## src/rtl/am_envelope_detector.sv

```systemverilog
// ============================================================================
// Module      : am_envelope_detector
// Description : Rectifies an AM sample stream, tracks per-window carrier peaks
//               and averages 2**LOG2_AVG windows into a scaled distance word.
// Revision    : 1.0 - initial release
// ============================================================================
`default_nettype none

module am_envelope_detector #(
  parameter int WIDTH          = 13,
  parameter int SINE_WIDTH     = 7,
  parameter int LOG2_MAX_DIST  = 11,
  parameter int WINDOW_LEN     = 5,
  parameter int LOG2_AVG       = 3,
  parameter int SETTLE_SAMPLES = 2
) (
  input  logic                  clk,
  input  logic                  reset_n,
  input  logic                  enable,
  input  logic [SINE_WIDTH-1:0] sample_in,
  output logic [WIDTH-1:0]      distance_out,
  output logic                  out_valid,
  output logic                  clip
);

  localparam int c_RECT_W = SINE_WIDTH - 1;
  localparam int c_ACC_W  = c_RECT_W + LOG2_AVG;
  localparam int c_SCALE  = LOG2_MAX_DIST - c_RECT_W;
  localparam int c_SCNT_W = (WINDOW_LEN > 1) ? $clog2(WINDOW_LEN) : 1;
  localparam int c_STL_W  = $clog2(SETTLE_SAMPLES + 2);

  localparam logic [0:0] c_ST_SETTLE = 1'b0;
  localparam logic [0:0] c_ST_TRACK  = 1'b1;

  logic [0:0]            r_state;
  logic [c_STL_W-1:0]    r_settle_cnt;
  logic [c_RECT_W-1:0]   r_rect;
  logic [c_RECT_W-1:0]   r_peak;
  logic [c_ACC_W-1:0]    r_acc;
  logic [c_SCNT_W-1:0]   r_sample_cnt;
  logic [LOG2_AVG-1:0]   r_win_cnt;
  logic [WIDTH-1:0]      r_distance;
  logic                  r_out_valid;
  logic                  r_clip;

  logic [SINE_WIDTH-1:0] w_neg;
  logic                  w_is_min;
  logic [c_RECT_W-1:0]   w_rect_next;
  logic [c_RECT_W-1:0]   w_peak_max;
  logic [c_ACC_W-1:0]    w_acc_sum;
  logic [c_RECT_W-1:0]   w_avg;
  logic [WIDTH-1:0]      w_dist;
  logic                  w_win_last;
  logic                  w_batch_last;

  // The most negative code has no positive twin, so it saturates to full scale.
  assign w_neg       = -sample_in;
  assign w_is_min    = (sample_in == {1'b1, {(SINE_WIDTH-1){1'b0}}});
  assign w_rect_next = w_is_min               ? {c_RECT_W{1'b1}} :
                       sample_in[SINE_WIDTH-1] ? c_RECT_W'(w_neg)  :
                                                 c_RECT_W'(sample_in);

  assign w_peak_max   = (r_rect > r_peak) ? r_rect : r_peak;
  assign w_acc_sum    = r_acc + c_ACC_W'(w_peak_max);
  assign w_avg        = c_RECT_W'(w_acc_sum >> LOG2_AVG);
  assign w_dist       = WIDTH'(w_avg) << c_SCALE;
  assign w_win_last   = (r_sample_cnt == c_SCNT_W'(WINDOW_LEN - 1));
  assign w_batch_last = (r_win_cnt == {LOG2_AVG{1'b1}});

  always_ff @(posedge clk or negedge reset_n) begin
    if (!reset_n) begin
      r_state      <= c_ST_SETTLE;
      r_settle_cnt <= '0;
      r_rect       <= '0;
      r_peak       <= '0;
      r_acc        <= '0;
      r_sample_cnt <= '0;
      r_win_cnt    <= '0;
      r_distance   <= '0;
      r_out_valid  <= 1'b0;
      r_clip       <= 1'b0;
    end else begin
      r_out_valid <= 1'b0;
      if (enable) begin
        r_rect <= w_rect_next;
        if (w_is_min) begin
          r_clip <= 1'b1;
        end
        case (r_state)
          // One extra edge flushes the reset value out of the rectifier stage.
          c_ST_SETTLE: begin
            if (r_settle_cnt == c_STL_W'(SETTLE_SAMPLES)) begin
              r_state <= c_ST_TRACK;
            end else begin
              r_settle_cnt <= r_settle_cnt + c_STL_W'(1);
            end
          end
          default: begin
            if (w_win_last) begin
              r_peak       <= '0;
              r_sample_cnt <= '0;
              r_win_cnt    <= r_win_cnt + LOG2_AVG'(1);
              if (w_batch_last) begin
                r_acc       <= '0;
                r_distance  <= w_dist;
                r_out_valid <= 1'b1;
              end else begin
                r_acc <= w_acc_sum;
              end
            end else begin
              r_peak       <= w_peak_max;
              r_sample_cnt <= r_sample_cnt + c_SCNT_W'(1);
            end
          end
        endcase
      end
    end
  end

  assign distance_out = r_distance;
  assign out_valid    = r_out_valid;
  assign clip         = r_clip;

endmodule

`default_nettype wire

```

## config.mk

```make
export PLATFORM = sky130hd
export DESIGN_NAME = am_envelope_detector
export DESIGN_NICKNAME = d
export VERILOG_FILES = /design/src/rtl/am_envelope_detector.sv
export SDC_FILE = /design/constraint.sdc
export NUM_CORES = 1
export LEC_CHECK = 0
export ABC_AREA = 1
export CORE_MARGIN = 10
export CORE_UTILIZATION = 58
export CTS_BUF_LIST = sky130_fd_sc_hd__clkbuf_4
export DETAILED_ROUTE_END_ITERATION = 16
export PLACE_DENSITY = 0.82
export SLEW_MARGIN = 20
export SYNTH_ARGS = -nofsm -noshare
export SYNTH_HDL_FRONTEND = slang
export SYNTH_SLANG_ARGS = --single-unit
```

## constraint.sdc

```tcl
create_clock -name clk -period 3.23 [get_ports clk]
set_input_delay 0.4845 -clock clk [delete_from_list [all_inputs] [get_ports clk]]
set_output_delay 0.4845 -clock clk [all_outputs]
set_load 0.1 [all_outputs]
```

[After elaboration in Yosys (flattened, before gate mapping)]
Index checks and enable logic that the tools add are counted.
Operators by class
  reductions and logical operators: 5
  equal/unequal tests: 4
  order comparisons: 1
  multiplexer cells: 12
  add/sub/neg operators: 5
  bitwise gates (word level): 2
  multipliers: 0
  div/mod/pow operators: 0
  shifts and indexed selects: 0
Operators with widths (number)
  two-way mux 6 bit: 4
  adder 9 x 6 -> 9 bit: 1
  two-way mux 9 bit: 1
  == test 7 bit (second input constant): 1
  adder 3 x 1 -> 3 bit (second input constant): 2
  == test 3 bit (second input constant): 2
  greater-than comparator 6 bit: 1
  two-way mux 1 bit: 6
  negator 6 bit: 1
  AND reduction 3 bit: 2
  AND reduction 2 bit: 2
  AND reduction 4 bit: 1
  two-way mux 3 bit: 1
  adder 2 x 1 -> 2 bit (second input constant): 1
  == test 2 bit (second input constant): 1
  NOT 1 bit: 2
Storage, ports and cells
  memories kept: 0
  latch bits: 0
  bits in writable memories: 0
  output and inout bits: 15
  bits in read-only memories: 0
  bits of input ports: 10
  word-level logic and storage cells: 39
  register bits after elaboration: 38

[Longest topological paths before layout]
Gate-level depths: netlist of run 1.
  word-level depth: 5
  mapped depth: 19
  gate-level depth less buffers: 19

[Worst setup path before layout of run 1]
No wires, ideal clock.
  path type: register -> register
  start point: register r_rect[5]
  end point: register r_acc[6]
  period minus slack after synthesis: 2591 ps
  stages on the path, launching flop included: 16
  slack: 639 ps
  required time: 3104 ps
  setup time: 126 ps
  arrival time: 2464 ps
  buffers on the path: 0
  cell sequence: dfrtp_1 > ha_1 > nand2_1 > nor2_1 > nand3_1 > nand2_1 > nand2_1 > and2_1 > ha_1 > fa_1 > nand3_1 > nand2_1 > nand2_1 > nand3_1 > nand3_1 > o21ai_0
On the way
  cells in the longest elaborated chain, start to end: 4
RTL lines
  start, declared: line 37  | logic [c_RECT_W-1:0] r_rect;
  start signal, assigned: line 85  | r_rect <= w_rect_next;
  greater-than comparator 6 bit: line 63  | assign w_peak_max = (r_rect > r_peak) ? r_rect : r_peak;
  two-way mux 6 bit (*): line 63
  adder 9 x 6 -> 9 bit (*): line 64  | assign w_acc_sum = r_acc + c_ACC_W'(w_peak_max);
  two-way mux 9 bit (*): line 103  | if (w_batch_last) begin
  end signal, assigned: line 108  | r_acc <= w_acc_sum;
  end, declared: line 39  | logic [c_ACC_W-1:0] r_acc;
Every way passes the cells marked *; elsewhere a longest branch is shown, timed or not.
A chain may end at the register's enable or synchronous reset.

[Worst setup path in the final report of run 1]
  start point: register r_peak[5]
  end point: register r_acc[6]
On the way
  cells in the longest elaborated chain, start to end: 4
RTL lines
  start, declared: line 38  | logic [c_RECT_W-1:0] r_peak;
  start signal, assigned: line 111  | r_peak <= w_peak_max;
  greater-than comparator 6 bit: line 63
  two-way mux 6 bit (*): line 63
  adder 9 x 6 -> 9 bit (*): line 64
  two-way mux 9 bit (*): line 103
Marks and branches as above.

==> flow_summary_export.csv, run 1 <==
group,metric,value,unit
run_status,status,"finished clean",
finish,seq_area,951,um2
timing,period_minus_slack,2850,ps
synthesis,synth_area_leaders,"dfrtp_1, nand2_1, ha_1",
min_path,hold_path_class,"input port to async pin",
synthesis,synth_cells,286,
finish,layout_commonest_cell,"nand2_1",
place,place_hpwl,3310,um
worst_setup_path,crit_chain,"inv_1 -> ha_1 -> nand2_1 -> nor2_1 -> nand3_1 -> nand2_2 -> nand2_1 -> and2_1 -> ha_1 -> fa_1 -> nand3_1 -> nand2_1 -> nand2_1 -> nand3_1 -> nand3_1 -> o21ai_0",
synthesis,avgSynthCellArea,8.10,um2
detailed_routing,wirelength,4410,um
synthesis,synth_top_cell_by_area,"dfrtp_1",
worst_setup_path,r2r_slack,380,ps
synthesis,synth_seq_cells,38,
worst_setup_path,reg2regPathDepth,16,
clocking,h-tree-depth,2,
finish,n_fill_cell,306,
clocking,hold_buffers,0,
detailed_routing,via_per_inst,5.10,
worst_setup_path,slowest_stage,"fa_1",
synthesis,netlist_area,0.00232,mm2
synthesis,ys_seq_area_frac,0.410,
timing,setup_viol,0,
floorplan,io_pins,25,
clocking,clk_pin_slew,130,ps
clocking,cts_buffers,5,
clocking,cts_resized,0,
grt,grt_pass1_vias,1850,
synthesis,synth-main-ff-cell,"dfrtp_1",
timing,final-hold-violation-count,0,
finish,utilization,0.683,
power,peakVddDrop,440,uV
timing,worstMarginPinSlew,977,ps
worst_setup_path,timing.rr.start,"r_peak[5]",
floorplan,fp.dieW,83.2,um
job,maxCapViolations,0,
clocking,worstSkewPairLatency,350,ps
worst_setup_path,critPathKind,"register to register",
floorplan,core_area,0.00377,mm2
grt,grt_max_degree,39,
worst_setup_path,cp.arrival,3090,ps
grt,grt_usage,0.134,
detailed_routing,drc,0,
detailed_routing,vias,1817,
power,power_density,916,mW/mm2
synthesis,synth_warnings,0,
timing,slew-limit-headroom,0.347,
power,p_leak,1.44,nW
finish,multi_input_area,0.00116,mm2
clocking,clockBufferDepth,2,
finish,layout_common_cells,"nand2_1, inv_1, dfrtp_1, nand3_1, ha_1",
synthesis,ys_types,28,
floorplan,start_util,0.614,
place,dp_slack,387,ps
finish,fin_cells,356,
floorplan,die_h,83.2,um
detailed_routing,ant_nets,0,
timing,slew_violations,0,
clocking,cts_root_buffer,"clkbuf_4",
timing,fin_ws,380,ps
detailed_routing,wl_per_cell,12.4,um
synthesis,async_flop_share,1.00,
timing,fin_crit_sh,0.882,
finish,drive_gt1_frac,0.0617,
place,placed_cells,348,
grt,antenna_found_initial,0,
grt,grt_pass1_wl,7980,um
detailed_routing,firstDrtPassIters,4,
floorplan,rows,22,
place,place_congestion,0.828,
timing,timing.fmax,351,MHz
finish,area_growth,11.1,%
clocking,cts_tree,"done",
synthesis,synth-edff-count,0,
worst_setup_path,startpoint_type,"register",
worst_setup_path,cp-end-kind,"register",
place,port_buffers,17,
finish,antenna_cells,0,
clocking,cts_setup_buffers,0,
timing,rsz0062_at_grt,"no",
timing,fin_tns_setup,0,ps
synthesis,synth.top_cell.area_share,0.410,
timing,skew,9.42,ps
detailed_routing,drtIter0Drc,117,
floorplan,dieArea,0.00692,mm2
worst_setup_path,crit_required,3470,ps
finish,nets,336,
worst_setup_path,regToRegEndpoint,"r_acc[6]",
grt,overflow,0,
worst_setup_path,critPathMaxFanout,7,
worst_setup_path,slowest_delay,400,ps
clocking,clkSinkCount,38,
area by class of cell:
cell class / instances / share of cell area
clock buffer: 5 / 0.0146
clock inverter: 3 / 0.0175
inverter: 42 / 0.0632
multi-input combinational: 203 / 0.449
sequential: 38 / 0.369
tap: 48 / 0.0233
timing repair buffer: 17 / 0.0632
report_power, final:
group | total [mW] | internal, mW | switching, mW
sequential | 0.720 | 0.621 | 0.0994
combinational | 1.30 | 0.458 | 0.842
clock | 0.339 | 0.162 | 0.176
total | 2.36 | 1.24 | 1.12
through the flow:
stage / power, mW / cell area [um2] / hold slack (ps)
2_1_floorplan: 1.77 / 2340 / 189
3_3_place_gp: 1.97 / 2490 / 445
3_5_place_dp: 2.01 / 2490 / 457
4_1_cts: 2.36 / 2570 / 244
5_1_grt: 2.61 / 2570 / 275
6_report: 2.36 / 2570 / 214
registers in the layout (all words and copies together) (netlist names):
signal / flops
clip: 1
distance_out: 6
out_valid: 1
r_acc: 9
r_peak: 6
r_rect: 6
r_sample_cnt: 3
r_settle_cnt: 2
r_state: 1
r_win_cnt: 3
critical path: cells and delay by family, from the launching register on:
family | cells | cell delay, ps
flip-flops | 1 | 370
AND/OR/NAND/NOR | 11 | 1370
AO/OA/AOI/OAI | 1 | 70
buffers and inverters | 1 | 60
adder cells (fa/ha/maj) | 3 | 890
kinds of logic (layout without fill, tap and decap cells):
family / after synthesis / in the layout / synth area share
and+or+nand+nor: 147 / 147 / 0.292
buffers and inverters: 51 / 67 / 0.102
other: 1 / 7 / 0.00162
adders and majority gates: 19 / 19 / 0.106
xor gates and xnor gates: 7 / 7 / 0.0265
AOI/OAI and AO/OA: 23 / 23 / 0.0626
DFF: 38 / 38 / 0.410
cells in the mapped netlist, types with 2 or more instances:
cell type	instances
a21oi_1	7
a22o_1	2
a22oi_1	4
and2_1	6
buf_4	7
dfrtp_1	38
ha_1	18
inv_1	40
nand2_1	92
nand3_1	32
nand3b_1	2
nor2_1	8
nor2_8	3
nor3_1	2
o21ai_0	6
xor2_1	7
worst max-delay path by stage:
stage                         start  endpoint  cells past startpoint
final                     r_peak[5]  r_acc[6]                     16
after global routing      r_peak[5]  r_acc[6]                     16
after CTS                 r_rect[5]  r_acc[6]                     15
after detailed placement  r_rect[5]  r_acc[8]                     15
after global placement    r_rect[5]  r_acc[8]                     15
after floorplan           r_rect[5]  r_acc[6]                     15
metal layers:
layer  track usage  vias to the layer above  wire length, um  part of all wire
li1              -                      937                -                 -
met3        0.0410                        9              224             0.051
met2         0.222                       36             2080              0.47
met4        0.0415                        0               62             0.014
met5             0                        -                0                 0
met1         0.162                      835             2050              0.46
(Power assumes the default switching activity.)
==> inputs of run 2 (changes only) <==
--- a/config.mk
+++ b/config.mk
@@ -10,7 +10,7 @@
 export CORE_UTILIZATION = 58
 export CTS_BUF_LIST = sky130_fd_sc_hd__clkbuf_4
 export DETAILED_ROUTE_END_ITERATION = 16
-export PLACE_DENSITY = 0.82
+export PLACE_DENSITY = 0.88
 export SLEW_MARGIN = 20
 export SYNTH_ARGS = -nofsm -noshare
 export SYNTH_HDL_FRONTEND = slang
==> flow_summary_export.csv, run 2 (synthesized netlist as in run 1, its figures left out) <==
group,metric,value,unit
worst_setup_path,cp.arrival,3110,ps
timing,fin_tns_setup,0,ps
worst_setup_path,critPathMaxFanout,7,
finish,nets,336,
timing,final-hold-violation-count,0,
clocking,worstSkewPairLatency,340,ps
finish,layout_commonest_cell,"nand2_1",
grt,groute.layer.met2.usage,0.205,
finish,top_register,"r_acc",
finish,fin_cells,356,
grt,use_met3,0.0410,
place,place_hpwl,3330,um
detailed_routing,vias,1823,
detailed_routing,drc,0,
detailed_routing,wirelength,4270,um
floorplan,start_util,0.614,
worst_setup_path,crit_required,3480,ps
place,dp_slack,411,ps
finish,layout_common_cells,"nand2_1, inv_1, dfrtp_1, nand3_1, ha_1",
finish,area_growth,9.77,%
finish,antenna_cells,0,
timing,timing.fmax,349,MHz
power,power_density,890,mW/mm2
floorplan,rows,22,
finish,largest_reg_flops,9,
power,p_leak,1.44,nW
grt,grt_pass1_wl,7560,um
worst_setup_path,cp-end-kind,"register",
clocking,clkSinkCount,38,
grt,overflow,0,
grt,grt_pass1_vias,1785,
detailed_routing,ant_nets,0,
clocking,cts_root_buffer,"clkbuf_4",
grt,antenna_found_initial,0,
detailed_routing,drtIter0Drc,136,
grt,busiest_layer,"met2",
timing,rsz0062_at_grt,"no",
place,place_congestion,0.865,
clocking,h-tree-depth,2,
clocking,clk_pin_slew,110,ps
timing,skew,9.85,ps
power,peakVddDrop,406,uV
worst_setup_path,critPathKind,"register to register",
timing,setup_viol,0,
place,port_buffers,17,
floorplan,io_pins,25,
floorplan,fp.dieW,83.2,um
timing,slew_violations,0,
timing,fin_ws,367,ps
min_path,hold_path_class,"input port to async pin",
grt,grtUsageMet1,0.151,
run_status,status,"finished clean",
timing,period_minus_slack,2860,ps
detailed_routing,wl_per_cell,12.0,um
clocking,clockBufferDepth,2,
timing,worstMarginPinSlew,979,ps
worst_setup_path,startpoint_type,"register",
job,maxCapViolations,0,
timing,slew-limit-headroom,0.345,
clocking,hold_buffers,0,
clocking,cts_tree,"done",
clocking,cts_resized,0,
place,placed_cells,348,
grt,grt_usage,0.126,
detailed_routing,firstDrtPassIters,4,
grt,grt_max_degree,39,
timing,fin_crit_sh,0.886,
clocking,cts_buffers,5,
detailed_routing,via_per_inst,5.12,
finish,drive_gt1_frac,0.0552,
floorplan,die_h,83.2,um
floorplan,core_area,0.00377,mm2
power,finalPower,2.26,mW
clocking,cts_setup_buffers,0,
floorplan,dieArea,0.00692,mm2
-- run 2: cell types whose count changed in the layout (fill, tap and decap cells not counted), sizes merged --
cell,delta
bufinv,-1
clkbuf,+1
clkinv,+2
clkinvlp,-2
-- run 2: where the power goes --
| group | switching [mW] | internal (mW) | total (mW) |
|---|---|---|---|
| registers | 0.0991 | 0.621 | 0.720 |
| logic | 0.845 | 0.457 | 1.30 |
| clock network | 0.151 | 0.0902 | 0.241 |
-- run 2: layer usage --
metal / routed length (um) / vias up
met5: 0 / -
met4: 76 / 0
met3: 274 / 8
met2: 1980 / 38
met1: 1940 / 838
li1: - / 939
-- run 2: worst max-delay path: stages (launching register included) --
cell and delay [ps]:
dfrtp_1 410, ha_1 300, nand2_1 70, nor2_1 150, nand3_1 210, nand2_1 240, nand2_1 90, and2_1 140
ha_1 190, fa_1 410, nand3_1 100, nand2_1 100, nand2_1 100, nand3b_1 100, nand3_1 90, nand2_1 50
-- run 2: area by class of cell --
cell class                      count  area, um2
Clock buffer                        6       45.0
Clock inverter                      2       8.76
Fill cell                         313       1230
Inverter                           42        163
Multi-Input combinational cell    203       1150
Sequential cell                    38        951
Tap cell                           48       60.1
Timing Repair Buffer               17        163
-- run 2: metrics by stage --
step	utilization	hold WS (ps)	instance area (um2)
after floorplan	-	189	2340
after global placement	0.660	446	2490
after detailed placement	0.660	454	2490
after CTS	0.675	249	2540
after global routing	0.675	275	2540
final	0.675	223	2540
-- run 2: path summary, 6_finish.rpt --
| kind | start | endpoint | slack (ps) | cells after the start |
|---|---|---|---|---|
| max | r_rect[5] | distance_out[10] | 370 | 15 |
| min | reset_n | r_sample_cnt[2] | 220 | 1 |
| max reg2reg | r_rect[5] | distance_out[10] | 370 | 15 |
| min reg2reg | r_sample_cnt[2] | r_sample_cnt[2] | 470 | 1 |
| max in group asynchronous | reset_n | r_peak[3] | 2500 | 1 |
| min in group clk | r_sample_cnt[2] | r_sample_cnt[2] | 470 | 1 |
==> inputs of run 3 (changes only) <==
--- a/config.mk
+++ b/config.mk
@@ -9,6 +9,7 @@
 export CORE_MARGIN = 10
 export CORE_UTILIZATION = 58
 export CTS_BUF_LIST = sky130_fd_sc_hd__clkbuf_4
+export CTS_CLUSTER_DIAMETER = 40
 export DETAILED_ROUTE_END_ITERATION = 16
 export PLACE_DENSITY = 0.88
 export SLEW_MARGIN = 20
==> constraint.sdc (replaced) <==
create_clock -name clk -period 3.23 [get_ports clk]
set_input_delay 0.646 -clock clk [delete_from_list [all_inputs] [get_ports clk]]
set_output_delay 0.646 -clock clk [all_outputs]
set_load 0.1 [all_outputs]
==> flow_summary_export.csv, run 3 (synthesized netlist as in run 1, its figures left out) <==
group,metric,value,unit
timing,slew-limit-headroom,0.463,
detailed_routing,firstDrtPassIters,4,
floorplan,start_util,0.614,
grt,antenna_found_initial,0,
finish,layout_commonest_cell,"nand2_1",
timing,skew,7.95,ps
timing,fin_crit_sh,0.906,
floorplan,dieArea,0.00692,mm2
clocking,cts_root_buffer,"clkbuf_4",
floorplan,core_area,0.00377,mm2
run_status,status,"finished clean",
detailed_routing,drtIter0Drc,145,
grt,grt_pass1_vias,1898,
place,place_congestion,0.860,
timing,worstMarginPinSlew,806,ps
finish,area_growth,11.2,%
clocking,clk_pin_slew,110,ps
finish,layout_common_cells,"nand2_1, inv_1, dfrtp_1, nand3_1, ha_1",
finish,largest_reg_flops,9,
timing,fin_tns_setup,0,ps
clocking,worstSkewPairLatency,350,ps
clocking,clockBufferDepth,2,
floorplan,rows,22,
power,power_density,943,mW/mm2
job,maxCapViolations,0,
timing,slew_violations,0,
detailed_routing,via_per_inst,5.24,
grt,grt_usage,0.134,
worst_setup_path,regToRegEndpoint,"r_acc[6]",
timing,final-hold-violation-count,0,
timing,rsz0062_at_grt,"no",
clocking,cts_buffers,5,
detailed_routing,wirelength,4480,um
floorplan,io_pins,25,
min_path,hold_path_class,"input port to async pin",
detailed_routing,drc,0,
power,peakVddDrop,507,uV
floorplan,fp.dieW,83.2,um
timing,period_minus_slack,2930,ps
finish,nets,336,
grt,grt_max_degree,39,
finish,drive_gt1_frac,0.0812,
detailed_routing,ant_nets,0,
worst_setup_path,r2r_slack,300,ps
power,finalPower,2.43,mW
floorplan,die_h,83.2,um
worst_setup_path,startpoint_type,"register",
clocking,h-tree-depth,2,
timing,timing.fmax,342,MHz
worst_setup_path,reg2regPathDepth,15,
power,p_leak,1.47,nW
worst_setup_path,cp-end-kind,"register",
clocking,cts_setup_buffers,0,
detailed_routing,wl_per_cell,12.6,um
worst_setup_path,critPathMaxFanout,7,
finish,top_register,"r_acc",
timing,setup_viol,0,
clocking,cts_tree,"done",
clocking,clkSinkCount,38,
detailed_routing,vias,1864,
worst_setup_path,cp.arrival,3160,ps
finish,antenna_cells,0,
grt,grt_pass1_wl,7990,um
place,port_buffers,17,
worst_setup_path,critPathKind,"register to register",
grt,overflow,0,
worst_setup_path,timing.rr.start,"r_rect[5]",
place,place_hpwl,3540,um
worst_setup_path,crit_required,3460,ps
[run 3: how the worst max path moves through the flow]
| stage | from | to | slack, ps | depth (start not counted) |
|---|---|---|---|---|
| after floorplan | r_rect[5] | r_acc[6] | 640 | 15 |
| after global routing | r_rect[5] | r_acc[6] | 40 | 16 |
| final | r_rect[5] | r_acc[6] | 300 | 15 |
| after CTS | r_rect[5] | r_acc[6] | 270 | 15 |
| after detailed placement | r_rect[5] | r_acc[6] | 330 | 15 |
| after global placement | r_rect[5] | r_acc[6] | 510 | 15 |
[run 3: area by class of cell]
class	instances	area (um2)
Sequential cell	38	951
Clock buffer	5	37.5
Tap cell	48	60.1
Timing Repair Buffer	17	145
Inverter	42	163
Fill cell	301	1190
Multi-Input combinational cell	203	1160
Clock inverter	3	63.8
[run 3: repair_timing]
action                     4_1_cts  5_1_grt
hold buffers                     0        0
gates resized for setup          0        1
setup endpoints to repair        0        1
hold endpoints to repair         0        0
[run 3: routing by layer]
metal	routed length (um)	vias up	global-route usage
li1	-	937	-
met1	1950	872	0.151
met2	2180	48	0.232
met3	283	7	0.0352
met4	67	0	0.0523
met5	0	-	0
[run 3: critical path, stage by stage (launching register included)]
cell,delay (ps)
dfrtp_1,420
ha_1,310
nand2_1,70
nor2_1,140
nand3_1,220
nand2_2,200
nand2_1,90
and2_1,150
ha_1,210
fa_1,410
nand3_1,110
nand2_1,100
nand2_1,100
nand3_1,80
nand3_1,90
o21ai_0,90
[run 3: per-stage QoR]
stage	cell area [um2]	setup WS [ps]	hold slack (ps)	cells	utilization
floorplan	2340	639	350	292	-
global route	2580	41.2	416	356	0.683
global placement	2470	506	448	348	0.656
detailed placement	2470	334	452	348	0.656
CTS	2570	269	401	356	0.682
finish	2580	305	368	356	0.683
[run 3: power by group]
| group | total, mW | switching [mW] | internal, mW |
|---|---|---|---|
| Sequential | 0.723 | 0.102 | 0.621 |
| Clock | 0.395 | 0.157 | 0.238 |
| Combinational | 1.31 | 0.857 | 0.455 |
| Total | 2.43 | 1.12 | 1.31 |
==> patch 1, RTL diff (settings of run 2) <==
Add an input register stage for `enable` and `sample_in`; this delays them by one clock.
--- a/src/rtl/am_envelope_detector.sv
+++ b/src/rtl/am_envelope_detector.sv
@@ -34,2 +34,10 @@
 
+  logic enable_q;
+  logic [SINE_WIDTH-1:0] sample_q;
+
+  always_ff @(posedge clk) begin
+    enable_q <= enable;
+    sample_q <= sample_in;
+  end
+
   logic [0:0]            r_state;
@@ -56,7 +64,7 @@
   // The most negative code has no positive twin, so it saturates to full scale.
-  assign w_neg       = -sample_in;
-  assign w_is_min    = (sample_in == {1'b1, {(SINE_WIDTH-1){1'b0}}});
+  assign w_neg       = -sample_q;
+  assign w_is_min    = (sample_q == {1'b1, {(SINE_WIDTH-1){1'b0}}});
   assign w_rect_next = w_is_min               ? {c_RECT_W{1'b1}} :
-                       sample_in[SINE_WIDTH-1] ? c_RECT_W'(w_neg)  :
-                                                 c_RECT_W'(sample_in);
+                       sample_q[SINE_WIDTH-1] ? c_RECT_W'(w_neg)  :
+                                                 c_RECT_W'(sample_q);
 
@@ -83,3 +91,3 @@
       r_out_valid <= 1'b0;
-      if (enable) begin
+      if (enable_q) begin
         r_rect <= w_rect_next;
Formal check against the unedited RTL: not equivalent (a bounded check fails within 4 cycles, from zero or initial values and one cycle with reset_n low).
==> patch 1 against run 2 <==
  * Setup slack lost 0.12 ns
  * Power grew 3.1%
  * Design area grew 6.8%
  * Routed wire length grew 11%
  * Sequential cell count grew 8
  * Synthesized area grew 6.9%
  * First-iteration DRC count grew 36%
  * Count of clock-buffer cells in the layout shrank 1
  * Clock skew shrank 0.00057 ns
==> patch 1: results (changes against run 2) <==
metric	value	unit	change
synthArstFlopShare	82.6	%	-17 points
vdd_drop_max	0.450	mV	+11%
grt_pass1_vias	1844		+3.3%
wl_met1	2190	um	+13%
dp_hpwl	3610	um	+8.3%
hold-worst-slack	0.188	ns	-0.0349 ns
synthCells	295		+3.1%
dp_slack	0.319	ns	-0.0918 ns
antenna_cells	0		unchanged
cts.clk_slew.worst_paths	0.14	ns	+0.03 ns
nets	345		+2.7%
first_pass_iters	5		+1
leakage	1.50	nW	+4.4%
gr-usage-all-layers	13.7	%	+1.0 points
yosysUniqueCellTypes	31		+11%
p_int	1.26	mW	+7.6%
use_met1	16.3	%	+1.1 points
fillers	303		-3.2%
arrival	3.26	ns	+0.15 ns
status	finished, final reports clean		
final_cell_count_no_fill	367		+3.1%
dp.cells	359		+3.2%
grt_use_met3	4.68	%	+0.58 points
rrSetupSlack	0.25	ns	-0.12 ns
holdCritPathClass	in -> async		
cts-resized-gates	0		unchanged
reg2reg_to	r_acc[8]		
layout-drive-gt1-share	6.62	%	+1.1 points
yosysSeqAreaShare	44.8	%	+3.8 points
wl_met3	254	um	-7.3%
synth_compound_area_share	6.06	%	-0.20 points
grt_util_met2	21.9	%	+1.4 points
post_dp_cell_area	2650	um2	+6.5%
fin_skew	0.00929	ns	-0.000566 ns
wl_met2	2190	um	+10%
synth_commonest_cells	nand2_1 (93), inv_1 (40), dfrtp_1 (38)		
cts_buffer_depth	2		unchanged
worst_slew_pin_slew	0.984	ns	+0.00508 ns
reg_top3	r_acc: 9 flops, sample_q: 7 flops		
gp_congestion	0.876		+1.2%
yosysTopAreaCellShare	38.4	%	-2.7 points
synthAdderAreaFrac	9.90	%	-0.68 points
wire_per_inst	12.9	um	+7.6%
drt-initial-drc-count	185		+36%
synth_xor_xnor_area_share	2.47	%	-0.17 points
grt_pass1_wl	8250	um	+9.2%
insertion_delay	0.37	ns	+0.03 ns
vias	1889		+3.6%
synth.top_cells.by_area	dfrtp_1 (38%), nand2_1 (14%), ha_1 (9.1%)		
patch 1: kinds of logic (layout without fill, tap and decap cells):
kind of cell               Yosys count  in the layout
and+or+nand+nor                    148            148
buffers and inverters               51             67
DFF                                 46             46
AOI/OAI and AO/OA                   23             23
adders and majority gates           19             19
xor gates and xnor gates             7              7
other                                1              7
patch 1: cell type report:
class / instances / area [um2] / share of cell area, %
Tap cell: 50 / 62.6 / 2.30
Inverter: 42 / 163 / 5.99
Clock buffer: 5 / 37.5 / 1.38
Multi-Input combinational cell: 204 / 1160 / 42.5
Timing Repair Buffer: 17 / 163 / 5.99
Sequential cell: 46 / 1110 / 40.9
Clock inverter: 3 / 25.0 / 0.921
patch 1: critical path, cell delays in order, from the launching register on:
cell and delay, ns:
dfrtp_1 0.43, ha_1 0.31, nand2_1 0.08, nor2_1 0.19, nand3_1 0.25, nand2_2 0.22
nand2_1 0.09, and2_1 0.14, ha_1 0.20, fa_1 0.40, nand3_1 0.11, nand2_1 0.10
nand2_1 0.10, nand3b_1 0.10, nand3_1 0.10, nand2_1 0.07
patch 1: how the worst max path moves through the flow:
stage	startpoint	to	slack [ns]
global route	r_peak[5]	r_acc[8]	0.03
floorplan	r_rect[5]	r_acc[6]	0.64
detailed placement	r_rect[5]	r_acc[8]	0.32
global placement	r_rect[5]	distance_out[10]	0.52
CTS	r_rect[5]	r_acc[8]	0.24
finish	r_rect[5]	r_acc[8]	0.25
patch 1: power groups by stage:
stage	combinational (mW)	sequential, mW	clock [mW]
final	1.22	0.828	0.291
after global placement	1.14	0.830	0
after floorplan	0.948	0.852	0
after CTS	1.20	0.828	0.297
after global routing	1.39	0.847	0.324
after detailed placement	1.19	0.839	0
==> patch 2, RTL diff (settings of run 2) <==
Without the edit above. Set the parameter `SETTLE_SAMPLES` to 4 (it was 2).
--- a/src/rtl/am_envelope_detector.sv
+++ b/src/rtl/am_envelope_detector.sv
@@ -14,3 +14,3 @@
   parameter int LOG2_AVG       = 3,
-  parameter int SETTLE_SAMPLES = 2
+  parameter int SETTLE_SAMPLES = 4
 ) (
Formal check against the unedited RTL: no difference found for any inputs over 10 cycles, from zero or initial values and one cycle with reset_n low; that may be too few to reach the edited logic, so the function may still have changed.
==> patch 2 against run 2 <==
  * Sequential cell count increased by 1
  * Largest power group unchanged
  * Synthesized area increased by 2.6%
  * Routed wire length increased by 0.68%
  * Power increased by 4.2%
  * Combinational power increased by 5%
  * Setup slack gained 0.069 ns
  * Utilization shrank 1.5 points
  * Design area up 3.0%
==> patch 2: results (changes against run 2) <==
metric	value	unit	change
status	finished, final reports clean		
power.share.sequential	31.5	%	-0.3 points
arrival	3.08	ns	-0.03 ns
synth_commonest_cells	nand2_1 (90), inv_1 (41), dfrtp_1 (39)		
vias	1860		+2.0%
grt_pass1_vias	1952		+9.4%
powerSeq	0.743	mW	+3.2%
leakage	1.47	nW	+1.9%
use_met1	13.4	%	-1.7 points
yosysUniqueCellTypes	30		+7.1%
drt-initial-drc-count	82		-40%
synth.top_cells.by_area	dfrtp_1 (41%), nand2_1 (14%), ha_1 (10%)		
grt_pass1_wl	7960	um	+5.4%
synthArstFlopShare	100	%	unchanged
wl_met1	1830	um	-5.7%
dp.cells	358		+2.9%
cp_slowest_cell	fa_1		
nets	345		+2.7%
slowest_delay	0.38	ns	-0.03 ns
grt_max_degree	40		+2.6%
area_growth	10.1	%	
fin_skew	0.00603	ns	-0.00383 ns
p_int	1.21	mW	+3.7%
wl_met3	214	um	-22%
grt_util_met2	23.3	%	+2.8 points
dp_hpwl	3450	um	+3.6%
wire_per_inst	11.7	um	-2.1%
largest_register_ffs	9		unchanged
final_cell_count_no_fill	366		+2.8%
grt_use_met3	4.20	%	+0.098 points
gp_congestion	0.888		+2.7%
dp_slack	0.426	ns	+0.0149 ns
fillers	353		+13%
yosysSeqAreaShare	41.0	%	about the same
post_dp_cell_area	2560	um2	+2.9%
cts_max_level	2		unchanged
wl_met2	2160	um	+8.7%
insertion_delay	0.36	ns	+0.02 ns
max_slew_margin	35.1	%	+0.58 points
layout-drive-gt1-share	6.65	%	+1.1 points
post_cts_buffers	0		unchanged
critPathMaxFanout	7		unchanged
gr-usage-all-layers	13.1	%	+0.48 points
clkPwrFrac	10.9	%	+0.2 points
synthCells	294		+2.8%
vdd_drop_max	0.340	mV	-16%
largest_register	r_acc		
patch 2: final timing paths:
path / from / end / slack [ns] / cells past startpoint
setup / recovery: r_peak[5] / r_acc[6] / 0.44 / 17
hold / removal: reset_n / distance_out[5] / 0.22 / 1
setup reg to reg: r_peak[5] / r_acc[6] / 0.44 / 17
hold reg to reg: clip / clip / 0.48 / 1
max in group asynchronous: reset_n / r_rect[2] / 2.49 / 1
min in group clk: clip / clip / 0.48 / 1
patch 2: kinds of logic (layout without fill, tap and decap cells):
kind of cell               after synthesis  after routing  share of synthesized area (%)
adders and majority gates               20             20                           10.8
other                                    1              7                          0.158
and+or+nand+nor                        151            151                           29.0
buffers and inverters                   52             68                           9.73
AOI/OAI and AO/OA                       24             24                           6.68
xor gates and xnor gates                 7              7                           2.58
DFF                                     39             39                           41.0
patch 2: cell type report:
type,count,area share (%)
multi-input combinational,209,45.6
tap,50,2.39
inverter,43,6.26
timing repair buffer,17,6.31
clock inverter,2,0.478
sequential,39,37.3
clock buffer,6,1.72
